File: src/rtl/gsau_wb_buffer.sv
// Write-back buffer between the GSAU and the vector register file write port.
// In-order queue of {psum, wbdst} with retire reporting and a pending-destination lookup.
module gsau_wb_buffer #(
    parameter int unsigned DEPTH  = 4,
    parameter int unsigned DATA_W = 512,
    parameter int unsigned DST_W  = 8
) (
    input  logic                     CLK,
    input  logic                     nRST,
    input  logic [DATA_W-1:0]        psum,
    input  logic [DST_W-1:0]         wbdst,
    input  logic                     wb_valid,
    output logic                     output_ready,
    output logic                     rf_wen,
    output logic [DATA_W-1:0]        rf_wdata,
    output logic [DST_W-1:0]         rf_wdst,
    input  logic                     rf_ack,
    output logic                     sb_done,
    output logic [DST_W-1:0]         sb_done_dst,
    input  logic [DST_W-1:0]         q_dst,
    output logic                     q_hit,
    output logic [$clog2(DEPTH):0]   count
);

    localparam int unsigned PTR_W = $clog2(DEPTH);
    localparam int unsigned CNT_W = PTR_W + 1;
    localparam logic [CNT_W-1:0] FULL = CNT_W'(DEPTH);

    logic [DATA_W-1:0] data_mem [DEPTH];
    logic [DST_W-1:0]  dst_mem  [DEPTH];
    logic [PTR_W-1:0]  wr_ptr;
    logic [PTR_W-1:0]  rd_ptr;
    logic [CNT_W-1:0]  cnt;
    logic              enq;
    logic              deq;

    // Full/empty come from the occupancy count alone; no pop-to-push bypass when full.
    assign output_ready = (cnt != FULL);
    assign rf_wen       = (cnt != '0);
    assign enq          = wb_valid && output_ready;
    assign deq          = rf_wen && rf_ack;
    assign rf_wdata     = data_mem[rd_ptr];
    assign rf_wdst      = dst_mem[rd_ptr];
    assign count        = cnt;

    always_ff @(posedge CLK) begin
        if (enq) begin
            data_mem[wr_ptr] <= psum;
            dst_mem[wr_ptr]  <= wbdst;
        end
    end

    always_ff @(posedge CLK or negedge nRST) begin
        if (!nRST) begin
            wr_ptr      <= '0;
            rd_ptr      <= '0;
            cnt         <= '0;
            sb_done     <= 1'b0;
            sb_done_dst <= '0;
        end else begin
            if (enq) begin
                wr_ptr <= wr_ptr + 1'b1;
            end
            if (deq) begin
                rd_ptr      <= rd_ptr + 1'b1;
                sb_done_dst <= dst_mem[rd_ptr];
            end
            sb_done <= deq;
            if (enq && !deq) begin
                cnt <= cnt + 1'b1;
            end else if (deq && !enq) begin
                cnt <= cnt - 1'b1;
            end
        end
    end

    // Only slots inside [rd_ptr, rd_ptr+cnt) may hit; pointer sum wraps at DEPTH.
    always_comb begin
        q_hit = 1'b0;
        for (int unsigned i = 0; i < DEPTH; i++) begin
            if ((CNT_W'(i) < cnt) && (dst_mem[rd_ptr + PTR_W'(i)] == q_dst)) begin
                q_hit = 1'b1;
            end
        end
    end

endmodule

File: config.mk
export PLATFORM = sky130hd
export DESIGN_NAME = gsau_wb_buffer
export DESIGN_NICKNAME = d
export VERILOG_FILES = /design/src/rtl/gsau_wb_buffer.sv
export SDC_FILE = /design/constraint.sdc
export NUM_CORES = 1
export LEC_CHECK = 0
export BUFFER_PORTS_ARGS = -buffer_cell sky130_fd_sc_hd__buf_4
export CAP_MARGIN = 0
export CORE_UTILIZATION = 35
export CTS_BUF_LIST = sky130_fd_sc_hd__clkbuf_4 sky130_fd_sc_hd__clkbuf_8
export DETAILED_ROUTE_END_ITERATION = 7
export PLACE_DENSITY = 0.67
export SETUP_SLACK_MARGIN = 0.02
export SYNTH_ARGS = -nofsm -noshare
export SYNTH_HDL_FRONTEND = slang
export SYNTH_SLANG_ARGS = --single-unit
File: constraint.sdc
create_clock -name CLK -period 13.6 [get_ports CLK]
set_input_delay 1.36 -clock CLK [delete_from_list [all_inputs] [get_ports CLK]]
set_output_delay 1.36 -clock CLK [all_outputs]
set_load 0.05 [all_outputs]
==> impl_metrics.toml <==
[global_routing]
grt_usage_pct = 16.8
grt_start_max_net_pins = 134
grt_pass1_vias = 38300
gr-total-overflow = 0
antenna_found_initial = 73
grt_pass1_wl_mm = 270

[logic_synthesis]
synth_top_cell_by_area = "edfxtp_1"
yosysWarnings = 0
syn_inst = 2911
ys.flop_type = "edfxtp_1"
synth_enable_flop_cells = 2080
syn_nets = 3452
ys_ff_latch = 2096
avgSynthCellArea_sq_um = 26.3
synth_seq_area_share_pct = 82.2
synth_top_area_share_pct = 81.7
synthArstFlopShare_pct = 0.763
synthTopCellsByArea = "edfxtp_1 (82%), mux4_2 (15%), mux2i_1 (0.64%)"
synth_area_sq_um = 76500
synth_cell_types = 38

[clock_network]
htree_levels = 5
insertion_delay_ps = 1000
cts-buffers-inserted = 354
cts_sinks = 2096
clock_path_buffers = 4
cts_root_buf = "clkbuf_8"
cts.repair.resized = 0
clkSlewWorstSetupHoldPaths_ps = 60
cts_setup_buffers = 0
cts_tree = "yes"
ctsHoldBuffers = 0

[worst_setup_path]
path_class = "reg -> out"
slowest_stage = "dfrtp_4"
worst_ep_arrival_time_ps = 5250
crit_chain = "buf_4, buf_4, buf_4, mux4_2, buf_4"
crit_path_frequent_cell = "buf_4"
start_kind = "flop"
max_stage_delay_ps = 1000
cp-end-kind = "output port"
crit_path_max_fanout = 61
cp_data_required_time_ps = 12240

[layout]
area_growth_syn_to_layout_pct = 23.8
nets = 4788
fillCellCount = 18300
drive_above_1_share_pct = 48.5

[sta]
fmax_mhz = 151
setup-violations-final = 0
fin_skew_ps = 56.1
tns_ps = 0
grt_setup_unrepaired = "false"
hold_viol = 0
finalCriticalPeriod_ps = 6610
slew_viol_final = 0
fin_crit_sh_pct = 48.6
tightest_slew_ps = 1120
max-slew-margin-rel_pct = 25.4

[placed_design]
dp_hpwl_mm = 123
portBuffers = 1066
gp_congestion = 0.800

[routing]
dr.pass1.iters = 5
remaining_drc_errors = 0
drt-total-wl_mm = 189
vias_per_cell = 4.93
wl_per_cell_um = 25.6
ant_nets = 0
num_vias = 36400
drtIter0Drc = 2474

[die]
dieArea_sq_um = 220000
io_pins = 1067
start_util_pct = 35.2
coreArea_sq_um = 217000
die_y_um = 469
die_x_um = 469
num_rows = 171

[outcome]
status = "finished clean"

[run]
maxCapViolations = 0

[power_and_ir_drop]
leakage_nw = 32.0
worst_ir_drop_vdd_uv = 206
p_total_mw = 24.3
powerDensity_nw_per_um2 = 257

[worst_hold_path]
hold_path.class = "in -> async"
state kept, by name, summed over array words and instances, names as in the netlist:
signal / cells
sb_done_dst: 8
wr_ptr: 2
data_mem: 2048
dst_mem: 32
rd_ptr: 2
count: 3
sb_done: 1
metal layers:
metal  GRT usage, %  up-vias  wire length [um]
met2           27.1     1456             92500
met5              0        -               341
li1               -    15400                 -
met4           7.18       48              6070
met3           7.50      417             19700
met1           19.5    19100             70300
cell usage in the layout (no fill, tap or decap), types with 3 or more instances in the layout:
cell type	netlist	final
nand2_1	7	7
clkbuf_8	0	357
ha_1	9	9
mux4_2	515	515
bufinv_16	0	8
xor2_1	15	15
nor4_1	4	4
buf_4	1	1097
clkinv_1	0	63
dfrtp_1	16	14
inv_6	0	3
clkbuf_4	0	129
inv_1	5	5
nor2_1	5	5
buf_12	2	13
xnor2_1	27	27
clkinv_4	0	3
clkinv_2	0	25
and3_4	0	4
mux2_2	8	8
edfxtp_1	2080	2080
a21oi_1	7	7
clkinvlp_4	0	10
mux2i_1	49	49
diode_2	0	27
nor3_1	8	8
synthesized netlist by cell type, types with 4 or more instances:
| cell | instances |
|---|---|
| xnor2_1 | 27 |
| nand2_1 | 7 |
| nor3_1 | 8 |
| dfrtp_1 | 16 |
| clkbuf_1 | 46 |
| buf_1 | 22 |
| edfxtp_1 | 2080 |
| mux2i_1 | 49 |
| and3_1 | 4 |
| a21oi_1 | 7 |
| nor4_1 | 4 |
| buf_2 | 57 |
| ha_1 | 9 |
| inv_1 | 5 |
| mux2_2 | 8 |
| xor2_1 | 15 |
| nor2_1 | 5 |
| mux4_2 | 515 |
final timing paths:
check | startpoint | to | cells past startpoint | slack [ps]
worst min register to register | sb_done_dst[2] | sb_done_dst[2] | 1 | 510
min in group CLK | sb_done_dst[2] | sb_done_dst[2] | 1 | 510
worst max register to register | count[0] | data_mem[0][255] | 7 | 8810
worst max-delay path | rd_ptr[1] | rf_wdata[46] | 5 | 6990
max in group asynchronous | nRST | rd_ptr[1] | 1 | 13100
worst min-delay path | nRST | count[0] | 1 | 230
worst max-delay path, delay by kind of cell (launching register included):
family,cells,cell delay (ps)
flip-flops,1,1000
multiplexers,1,430
buffers and inverters,4,2590
power by group:
group	switching (mW)	internal, mW	total, mW
clock	2.41	2.93	5.34
sequential	0.318	8.52	8.83
combinational	6.89	3.23	10.1
total	9.61	14.7	24.3
cell type report:
| class | count | area (sq um) | area share (%) |
|---|---|---|---|
| clock inverters | 114 | 757 | 0.800 |
| flip-flops and latches | 2096 | 62900 | 66.4 |
| well taps | 2854 | 3570 | 3.77 |
| diodes | 27 | 67.6 | 0.0714 |
| repair buffers | 1110 | 8500 | 8.97 |
| inverters | 6 | 22.5 | 0.0238 |
| multi-input cells | 679 | 13000 | 13.7 |
| clock buffers | 486 | 5880 | 6.21 |
metrics by stage:
step / std cells / cell area (sq um) / utilization [%] / hold slack, ps / setup slack, ps
CTS: 7345 / 94600 / 43.6 / 75.5 / 6630
floorplan: 2911 / 76500 / - / 580 / -820
global placement: 6745 / 88000 / 40.5 / 492 / 7860
global route: 7368 / 94700 / 43.6 / 112 / 6530
detailed placement: 6745 / 88000 / 40.5 / 501 / 7840
finish: 7372 / 94700 / 43.6 / 233 / 6990
cell families (layout without fill, tap and decap cells):
| group | count (synthesis) | after routing | synth area share (%) |
|---|---|---|---|
| compound gates | 17 | 17 | 0.144 |
| xor+xnor | 42 | 42 | 0.481 |
| fa+ha+maj | 9 | 9 | 0.147 |
| buf+inv | 136 | 1716 | 0.828 |
| flops | 2096 | 2096 | 82.2 |
| mux | 574 | 574 | 16.0 |
| other cells | 0 | 27 | 0 |
| simple gates | 37 | 37 | 0.257 |
Note: power is estimated with default switching activity, not from simulation.
